<file path="config.mk">
export PLATFORM = sky130hd
export DESIGN_NAME = sdram_ctrl_init_flat
export DESIGN_NICKNAME = d
export VERILOG_FILES = /design/src/rtl/sdram_ctrl_init_pkg.sv /design/src/rtl/sdram_ctrl_init_if.sv /design/src/rtl/sdram_ctrl_init.sv /design/src/flat_wrapper.sv
export SDC_FILE = /design/constraint.sdc
export NUM_CORES = 1
export LEC_CHECK = 0
export BUFFER_PORTS_ARGS = -buffer_cell sky130_fd_sc_hd__buf_4
export CAP_MARGIN = 40
export CORE_AREA = 2 2 61 63
export DETAILED_ROUTE_END_ITERATION = 12
export DIE_AREA = 0 0 63 65
export PLACE_DENSITY = 0.82
export SETUP_SLACK_MARGIN = 0.15
export SYNTH_ARGS = -nofsm -noshare
export SYNTH_HDL_FRONTEND = slang
export SYNTH_SLANG_ARGS = --single-unit
</file>
<file path="constraint.sdc">
create_clock -name clk -period 3.3 [get_ports clk]
set_input_delay 0.495 -clock clk [delete_from_list [all_inputs] [get_ports clk]]
set_output_delay 0.495 -clock clk [all_outputs]
set_load 0.02 [all_outputs]
</file>
<file path="src/rtl/sdram_ctrl_init_pkg.sv">
// Shared SDRAM command encodings and mode-register layout for the init sequencer.
// The command engine (ramif) uses the same encodings.
package sdram_ctrl_init_pkg;

    // {cs_n, ras_n, cas_n, we_n}
    typedef enum logic [3:0] {
        CMD_LMR   = 4'b0000,
        CMD_REF   = 4'b0001,
        CMD_PRE   = 4'b0010,
        CMD_NOP   = 4'b0111,
        CMD_DESEL = 4'b1111
    } sdram_cmd_e;

    localparam int         A_AP_BIT   = 10;
    localparam logic [2:0] MR_BL2     = 3'b001;
    localparam logic       MR_BT_SEQ  = 1'b0;
    localparam logic [1:0] MR_OP_STD  = 2'b00;
    localparam logic       MR_WB_BURST = 1'b0;
    localparam logic [2:0] MR_CL_DEF  = 3'd3;

    // Unsupported CAS latencies fall back to 3, which is always safe at speed.
    function automatic logic [12:0] mode_word(input logic [2:0] cl);
        logic [2:0] cl_eff;
        cl_eff = (cl == 3'd2 || cl == 3'd3) ? cl : MR_CL_DEF;
        return {3'b000, MR_WB_BURST, MR_OP_STD, cl_eff, MR_BT_SEQ, MR_BL2};
    endfunction

endpackage

</file>
<file path="src/rtl/sdram_ctrl_init_if.sv">
// Configuration inputs and SDRAM pin outputs of the init sequencer.
// master = sequencer side, slave = pin mux / register side.
interface sdram_ctrl_init_if;
    import sdram_ctrl_init_pkg::*;

    logic        ctrl_en;
    logic [2:0]  cl;
    logic [2:0]  t_rp;
    logic [2:0]  t_ref;
    logic        cke_o;
    logic        cs_n_o;
    logic        ras_n_o;
    logic        cas_n_o;
    logic        we_n_o;
    logic [12:0] a_o;
    logic [1:0]  ba_o;
    logic        busy_o;
    logic        init_done_o;

    modport master (
        input  ctrl_en, cl, t_rp, t_ref,
        output cke_o, cs_n_o, ras_n_o, cas_n_o, we_n_o, a_o, ba_o, busy_o, init_done_o
    );

    modport slave (
        output ctrl_en, cl, t_rp, t_ref,
        input  cke_o, cs_n_o, ras_n_o, cas_n_o, we_n_o, a_o, ba_o, busy_o, init_done_o
    );

endinterface

</file>
<file path="src/rtl/sdram_ctrl_init.sv">
// SDRAM power-up sequencer: clock-stable wait, PRECHARGE ALL, REF_CNT x AUTO REFRESH,
// LOAD MODE, then hands the pins to the command engine via init_done_o.
//
// state      | meaning
// S_IDLE     | deselected, CKE low, waiting for ctrl_en
// S_WAIT     | CKE high, NOP for WAIT_CYCLES
// S_PRE      | PRECHARGE ALL issued
// S_WAIT_RP  | tRP NOPs
// S_REF      | AUTO REFRESH issued
// S_WAIT_RFC | tRFC NOPs
// S_LMR      | LOAD MODE issued
// S_WAIT_MRD | tMRD NOPs
// S_DONE     | init complete, terminal until rst
module sdram_ctrl_init
    import sdram_ctrl_init_pkg::*;
#(
    parameter int WAIT_CYCLES = 20000,
    parameter int REF_CNT     = 8,
    parameter int T_MRD       = 2,
    parameter int CNT_WIDTH   = 15
) (
    input logic clk,
    input logic rst,
    sdram_ctrl_init_if.master bus
);

    localparam int REF_W = $clog2(REF_CNT + 1);
    localparam logic [REF_W-1:0]     REF_LAST  = REF_W'(REF_CNT - 1);
    localparam logic [REF_W-1:0]     REF_TOTAL = REF_W'(REF_CNT);
    localparam logic [CNT_WIDTH-1:0] CNT_WAIT  = CNT_WIDTH'(WAIT_CYCLES);
    localparam logic [CNT_WIDTH-1:0] CNT_MRD   = CNT_WIDTH'(T_MRD - 1);
    localparam logic [CNT_WIDTH-1:0] CNT_ONE   = CNT_WIDTH'(1);

    typedef enum logic [3:0] {
        S_IDLE, S_WAIT, S_PRE, S_WAIT_RP, S_REF, S_WAIT_RFC, S_LMR, S_WAIT_MRD, S_DONE
    } state_e;

    state_e             state;
    logic [CNT_WIDTH-1:0] cnt;
    logic [REF_W-1:0]   ref_num;
    sdram_cmd_e         cmd_q;
    logic               cke_q;
    logic [12:0]        a_q;
    logic [1:0]         ba_q;
    logic               busy_q;
    logic               done_q;
    logic [2:0]         rp_m1;
    logic [2:0]         rfc_m1;

    // Zero periods are treated as one cycle, i.e. no extra NOPs.
    assign rp_m1  = (bus.t_rp  == 3'd0) ? 3'd0 : bus.t_rp  - 3'd1;
    assign rfc_m1 = (bus.t_ref == 3'd0) ? 3'd0 : bus.t_ref - 3'd1;

    // Pin outputs follow the state one cycle later, always from flops.
    always_ff @(posedge clk or posedge rst) begin
        if (rst) begin
            state   <= S_IDLE;
            cnt     <= '0;
            ref_num <= '0;
            cmd_q   <= CMD_DESEL;
            cke_q   <= 1'b0;
            a_q     <= '0;
            ba_q    <= '0;
            busy_q  <= 1'b0;
            done_q  <= 1'b0;
        end else begin
            cmd_q  <= CMD_NOP;
            cke_q  <= 1'b1;
            a_q    <= '0;
            ba_q   <= '0;
            busy_q <= 1'b1;
            done_q <= 1'b0;
            case (state)
                S_IDLE: begin
                    cmd_q  <= CMD_DESEL;
                    cke_q  <= 1'b0;
                    busy_q <= 1'b0;
                    if (bus.ctrl_en) begin
                        state <= S_WAIT;
                        cnt   <= CNT_WAIT;
                    end
                end
                S_WAIT: begin
                    if (cnt <= CNT_ONE) state <= S_PRE;
                    else                cnt   <= cnt - CNT_ONE;
                end
                S_PRE: begin
                    cmd_q         <= CMD_PRE;
                    a_q[A_AP_BIT] <= 1'b1;
                    if (rp_m1 == 3'd0) begin
                        state <= S_REF;
                    end else begin
                        cnt   <= CNT_WIDTH'(rp_m1);
                        state <= S_WAIT_RP;
                    end
                end
                S_WAIT_RP: begin
                    if (cnt <= CNT_ONE) state <= S_REF;
                    else                cnt   <= cnt - CNT_ONE;
                end
                S_REF: begin
                    cmd_q   <= CMD_REF;
                    ref_num <= ref_num + REF_W'(1);
                    if (rfc_m1 == 3'd0) begin
                        state <= (ref_num == REF_LAST) ? S_LMR : S_REF;
                    end else begin
                        cnt   <= CNT_WIDTH'(rfc_m1);
                        state <= S_WAIT_RFC;
                    end
                end
                S_WAIT_RFC: begin
                    if (cnt <= CNT_ONE) state <= (ref_num == REF_TOTAL) ? S_LMR : S_REF;
                    else                cnt   <= cnt - CNT_ONE;
                end
                S_LMR: begin
                    cmd_q <= CMD_LMR;
                    a_q   <= mode_word(bus.cl);
                    if (T_MRD <= 1) begin
                        state <= S_DONE;
                    end else begin
                        cnt   <= CNT_MRD;
                        state <= S_WAIT_MRD;
                    end
                end
                S_WAIT_MRD: begin
                    if (cnt <= CNT_ONE) state <= S_DONE;
                    else                cnt   <= cnt - CNT_ONE;
                end
                S_DONE: begin
                    busy_q <= 1'b0;
                    done_q <= 1'b1;
                end
                default: state <= S_IDLE;
            endcase
        end
    end

    assign {bus.cs_n_o, bus.ras_n_o, bus.cas_n_o, bus.we_n_o} = cmd_q;
    assign bus.cke_o       = cke_q;
    assign bus.a_o         = a_q;
    assign bus.ba_o        = ba_q;
    assign bus.busy_o      = busy_q;
    assign bus.init_done_o = done_q;

endmodule

</file>
<file path="src/flat_wrapper.sv">
// flat-port wrapper written by rule: the top's interface ports become plain ports
module sdram_ctrl_init_flat import sdram_ctrl_init_pkg::*;
#(
    parameter int WAIT_CYCLES = 20000,
    parameter int REF_CNT     = 8,
    parameter int T_MRD       = 2,
    parameter int CNT_WIDTH   = 15
)
  (clk, rst, bus_ctrl_en, bus_cl, bus_t_rp, bus_t_ref, bus_cke_o, bus_cs_n_o, bus_ras_n_o, bus_cas_n_o, bus_we_n_o, bus_a_o, bus_ba_o, bus_busy_o, bus_init_done_o);
  sdram_ctrl_init_if bus_i ();
  input logic clk;
  input logic rst;
  input wire logic [$bits(bus_i.ctrl_en)-1:0] bus_ctrl_en;
  input wire logic [$bits(bus_i.cl)-1:0] bus_cl;
  input wire logic [$bits(bus_i.t_rp)-1:0] bus_t_rp;
  input wire logic [$bits(bus_i.t_ref)-1:0] bus_t_ref;
  output wire logic [$bits(bus_i.cke_o)-1:0] bus_cke_o;
  output wire logic [$bits(bus_i.cs_n_o)-1:0] bus_cs_n_o;
  output wire logic [$bits(bus_i.ras_n_o)-1:0] bus_ras_n_o;
  output wire logic [$bits(bus_i.cas_n_o)-1:0] bus_cas_n_o;
  output wire logic [$bits(bus_i.we_n_o)-1:0] bus_we_n_o;
  output wire logic [$bits(bus_i.a_o)-1:0] bus_a_o;
  output wire logic [$bits(bus_i.ba_o)-1:0] bus_ba_o;
  output wire logic [$bits(bus_i.busy_o)-1:0] bus_busy_o;
  output wire logic [$bits(bus_i.init_done_o)-1:0] bus_init_done_o;
  assign bus_i.ctrl_en = bus_ctrl_en;
  assign bus_i.cl = bus_cl;
  assign bus_i.t_rp = bus_t_rp;
  assign bus_i.t_ref = bus_t_ref;
  assign bus_cke_o = bus_i.cke_o;
  assign bus_cs_n_o = bus_i.cs_n_o;
  assign bus_ras_n_o = bus_i.ras_n_o;
  assign bus_cas_n_o = bus_i.cas_n_o;
  assign bus_we_n_o = bus_i.we_n_o;
  assign bus_a_o = bus_i.a_o;
  assign bus_ba_o = bus_i.ba_o;
  assign bus_busy_o = bus_i.busy_o;
  assign bus_init_done_o = bus_i.init_done_o;
  sdram_ctrl_init #(.WAIT_CYCLES(WAIT_CYCLES), .REF_CNT(REF_CNT), .T_MRD(T_MRD), .CNT_WIDTH(CNT_WIDTH)) u_core (.clk(clk), .rst(rst), .bus(bus_i));
endmodule
</file>
# Yosys cells after proc, flatten, opt, wreduce, memory -nomap -nowiden
# Cells that the tools add are included.
[word_totals]
reg_bits = 41
input_bits = 12
out_inout_bits = 22
[classes]
order_cmp = 1
n_eq_ne = 20
mux = 24
n_addsub = 4
reduce_logical = 11
n_bitwise = 1
[ops]
columns = ["op", "count"]
rows = [
  ["case mux 15 bit (5 select lines)", 1],
  ["2-to-1 mux 15 bit", 4],
  ["case mux 4 bit (9 select lines)", 1],
  ["2-to-1 mux 4 bit", 6],
  ["equality test 4 x 3 -> 1 bit, second input constant", 5],
  ["case mux 4 bit (4 select lines)", 1],
  ["less-or-equal comparator 15 x 1 -> 1 bit, second input constant", 1],
  ["subtractor 15 x 1 -> 15 bit, second input constant", 1],
  ["logical NOT 3 bit", 4],
  ["2-to-1 mux 3 bit", 4],
  ["equality test 4 x 2 -> 1 bit, second input constant", 2],
  ["equality test 4 bit, second input constant", 2],
  ["!= test 2 x 1 -> 1 bit, second input constant", 4],
  ["!= test 2 bit, second input constant", 4],
  ["2-to-1 mux 7 bit", 1],
  ["equality test 3 x 2 -> 1 bit, second input constant", 2],
  ["AND reduction 6 bit", 1],
  ["subtractor 3 x 1 -> 3 bit, second input constant", 2],
  ["AND reduction 5 bit", 1],
  ["nonzero test 5 bit", 1],
  ["adder 4 x 1 -> 4 bit, second input constant", 1],
  ["equality test 4 x 1 -> 1 bit, second input constant", 1],
  ["logical NOT 4 bit", 1],
  ["2-to-1 mux 1 bit", 4],
  ["5 further kinds", 6],
]

# Longest topological paths before layout
[logic_depth]
ltp_word = 5
mapped_depth = 7
depth_no_buf = 7

# Worst setup path after synthesis
# No wires, ideal clock.
[synth_path]
path_kind = "register to register"
from = "reg u_core.cnt[7]"
to = "reg u_core.state[1]"
t_required_ps = 3166
path_buffers = 1
slack_ps = 1064
path_stages_with_launch = 7
arrival_ps = 2102
cell_sequence = "dfrtp_1 -> buf_6 -> or4_4 -> or4_4 -> or2_4 -> a2111oi_4 -> nor3_1"
[synth_between]
elab_chain_cells = 3
elab_cells_between_ends = 6
[synth_lines]
columns = ["element", "line", "text"]
rows = [
  ["from (decl)", "sdram_ctrl_init.sv:39", "logic [CNT_WIDTH-1:0] cnt;"],
  ["from (signal assigned)", "sdram_ctrl_init.sv:85", "else cnt <= cnt - CNT_ONE;"],
  ["from (signal assigned)", "sdram_ctrl_init.sv:93", "cnt <= CNT_WIDTH'(rp_m1);"],
  ["from (signal assigned)", "sdram_ctrl_init.sv:99", "else cnt <= cnt - CNT_ONE;"],
  ["less-or-equal comparator 15 x 1 -> 1 bit (*)", "-", ""],
  ["!= test 2 x 1 -> 1 bit (no source line)", "-", ""],
  ["AND reduction 6 bit (no source line) (*)", "-", ""],
  ["to (signal assigned)", "sdram_ctrl_init.sv:105", "state <= (ref_num == REF_LAST) ? S_LMR : S_REF;"],
  ["to (signal assigned)", "sdram_ctrl_init.sv:112", "if (cnt <= CNT_ONE) state <= (ref_num == REF_TOTAL) ? S_LMR : S_REF;"],
  ["to (decl)", "sdram_ctrl_init.sv:38", "state_e state;"],
]
# Every way passes the cells marked *; elsewhere a longest branch is shown, timed or not.
# A chain may end at the register's enable or synchronous reset.

# Worst setup path in the final report
[layout_path]
from = "reg u_core.cnt[8]"
to = "reg u_core.cnt[2]"
[layout_between]
elab_chain_cells = 3
[layout_lines]
columns = ["element"]
rows = [
  ["less-or-equal comparator 15 x 1 -> 1 bit"],
  ["!= test 2 bit (no source line)"],
  ["AND reduction 5 bit (no source line)"],
]
# Every way passes these cells.

==> results.md <==
* Dpl ws at 732.8 ps
* Clock skew at 12.89 ps
* Nets at 250
* Buf+Inv Stages, Crit Path at 0
* Post-CTS Resized at 0
* Ports at 34
* Routed vias/inst at 5.625
* Setup Fix Bufs, Post-CTS at 0
* WL final at 3.887 mm
* Leak at 0.9734 nW
* Sequential area share after synthesis at 0.4408
* Clock buffer count from CTS at 5
* Max Fclk at 381.5 MHz
* Clock buffer depth at 2
* Port bufs at 23
* Most instantiated cells after synthesis: dfrtp_1 (31), nor2_1 (15), nand2_1 (14)
* Wire per inst at 13.73 um
* Starting Density at 0.5716
* Die Y at 65 um
* Setup CP Type: reg2reg
* Max incr delay on CP at 570 ps
* Ys async rst share at 1.000
* Dominant synthesized flop cell: dfrtp_1
* Crit start category: flop
* Synth warn at 0
* Cell taking the most area after synthesis: dfrtp_1
* Largest net degree at the start of global routing at 36
* Most frequent CP cell: or4_4
* Worst Slack Setup Final at 678.5 ps
* Initial antenna violation count at 0
* Top Family by Delay on Critical Path: simple AND/OR/NAND/NOR gates
* HPWL after DPL at 2.813 mm
* Yosys reg bits at 35
* DR iter-0 viols at 85
* Global-route wire length before repair at 7.100 mm
* Worst setup startpoint: u_core.cnt[8]$_DFFE_PP0P_
* Slew Limit Fails at 0
* Worst Tran Pin Value at 627.0 ps
* Area growth syn-to-layout at 14.65%
* Max Cap Viol at 0
* Final min period at 2621 ps
* Final setup TNS at 0 ps
* Layout cells sized above 1 at 0.2255
* Dominant cells by area after synthesis: dfrtp_1 (39%), dfstp_2 (5.3%), buf_4 (3.8%)
* Diodes inserted at 0
* Period utilisation layout at 0.7944
* HP Class: in2async
* Mean Syn Cell Area at 9.607 um2
* TritonCTS clock tree: yes
* Post-synth top area share at 0.3882
* RSZ-0062 raised after global routing: false
* Worst endpoint required time at 3510 ps
* Antenna-violating nets left at 0
* Status: completed
* Clk pin slew, worst setup/hold paths at 110 ps
* Total power per unit cell area at 646.2 nW/um2
* Aggregate global-route resource usage at 0.2201
* Drt first pass iters at 4
* H-tree depth at 2
* Critical path, cell by cell: or4_4, or4_4, nor2_2, a21oi_2, mux2_1
* R2R Path Start: u_core.cnt[8]$_DFFE_PP0P_
* CTS Hold Bufs at 0
* Mapped cell area at 1998 um2
* Crit path capture type: flop
* GPL Wtd Cong at 0.9129
* Count leader, synth: dfrtp_1
* Die ar. at 4095 um2
* Site row count at 22
* GRT overflow at 0
* Critical path data arrival time at 2840 ps
* Drc violations at 0
* Vias in the first global route at 1514
* Core box area at 3496 um2
* Finished Layout Cells at 283
* Crit Path Max Fanout at 12
* Via count at 1592
* Number of clock sinks at 35
* Horiz. Die Dim at 63 um
* Slowest CP cell: or4_4
* Hold Vio Cnt, Final at 0
* Synth cell types at 51
* Post-synth EDFFs at 0
* Rel. slew slack at 0.5820
* Worst-skew pair later-pin latency at 340 ps
* Root Driver: clkbuf_4
* Peak supply drop at 0.3568 mV
* Synthesized netlist cell count at 208
* Placed cells at 275
* Final setup fails at 0
flip-flops by register name, summed over array words and instances, names as in the netlist:
register and count:
u_core.bus.busy_o 1, u_core.bus.cke_o 1, u_core.bus.init_done_o 1, u_core.state 4, u_core.cnt 15, u_core.bus.a_o 5, u_core.ref_num 4, u_core.cmd_q 4
worst min-delay path, delay by kind of cell:
kind | cells | cell delay, ps
buffers and inverters | 3 | 510
worst paths after layout:
kind | to | slack (ps) | depth (start not counted)
hold reg to reg | u_core.ref_num[3]$_DFFE_PP0P_ | 510 | 1
min in group clk | u_core.bus.a_o[4]$_DFF_PP0_ | 360 | 2
max in group asynchronous | u_core.cmd_q[1]$_DFF_PP1_ | 2730 | 3
hold / removal | u_core.bus.a_o[10]$_DFF_PP0_ | 240 | 3
setup / recovery | u_core.cnt[2]$_DFFE_PP0P_ | 680 | 5
setup reg to reg | u_core.cnt[2]$_DFFE_PP0P_ | 680 | 5
layout make-up:
type | instances | area, um2
fill | 278 | 1205
multi-input combinational | 151 | 985.9
sequential | 35 | 880.8
timing repair buffer | 28 | 210.2
clock inverter | 3 | 67.56
tap | 48 | 60.06
inverter | 13 | 48.80
clock buffer | 5 | 37.54
power by group:
part           total (mW)  switching [mW]  internal (mW)
logic               0.432           0.207          0.224
clock network       0.380           0.145          0.236
registers           0.668           0.140          0.529
total                1.48           0.492          0.988
layout by cell type, fill, tap and decap left out, types with 4 or more instances in the layout:
cell | Yosys | final
dfrtp_1 | 31 | 31
buf_4 | 10 | 28
nor2_1 | 15 | 15
nand2_1 | 14 | 14
inv_1 | 13 | 13
conb_1 | 1 | 11
o21ai_0 | 10 | 10
o211ai_1 | 10 | 10
a21oi_1 | 7 | 7
nor3_1 | 6 | 6
nand3b_1 | 6 | 6
o311ai_0 | 5 | 5
clkbuf_4 | 0 | 5
nand2b_1 | 4 | 4
or4_1 | 4 | 4
or3_1 | 4 | 4
or2_2 | 4 | 4
nand3_1 | 4 | 4
xnor2_1 | 4 | 4
o22ai_1 | 4 | 4
a2bb2oi_1 | 4 | 4
ha_1 | 4 | 4
dfstp_2 | 4 | 4
routing by layer:
metal  GRT usage  share of wire  vias up
li1            -              -      784
met1      0.3032           0.48      754
met4     0.09444          0.017        0
met3     0.03646          0.043        7
met2      0.3444           0.46       47
met5           0              0        -
stage by stage:
| step | util | power [mW] | hold WS, ps | instance area, um2 |
|---|---|---|---|---|
| 6_report | 0.6553 | 1.480 | 237.0 | 2291 |
| 4_1_cts | 0.6553 | 1.487 | 250.9 | 2291 |
| 3_5_place_dp | 0.6253 | 1.102 | 489.9 | 2186 |
| 5_1_grt | 0.6553 | 1.597 | 304.1 | 2291 |
| 2_1_floorplan | - | 1.016 | 467.2 | 2036 |
| 3_3_place_gp | 0.6253 | 1.089 | 489.9 | 2186 |
cells by family after synthesis:
family / after synthesis / synth area share
flops: 35 / 0.4408
buf+inv: 32 / 0.08453
fa+ha+maj: 4 / 0.02505
simple gates: 74 / 0.2091
mux: 3 / 0.01691
compound gates: 53 / 0.1954
xor+xnor: 6 / 0.02630
other cells: 1 / 0.001877
(Power assumes the default switching activity.)
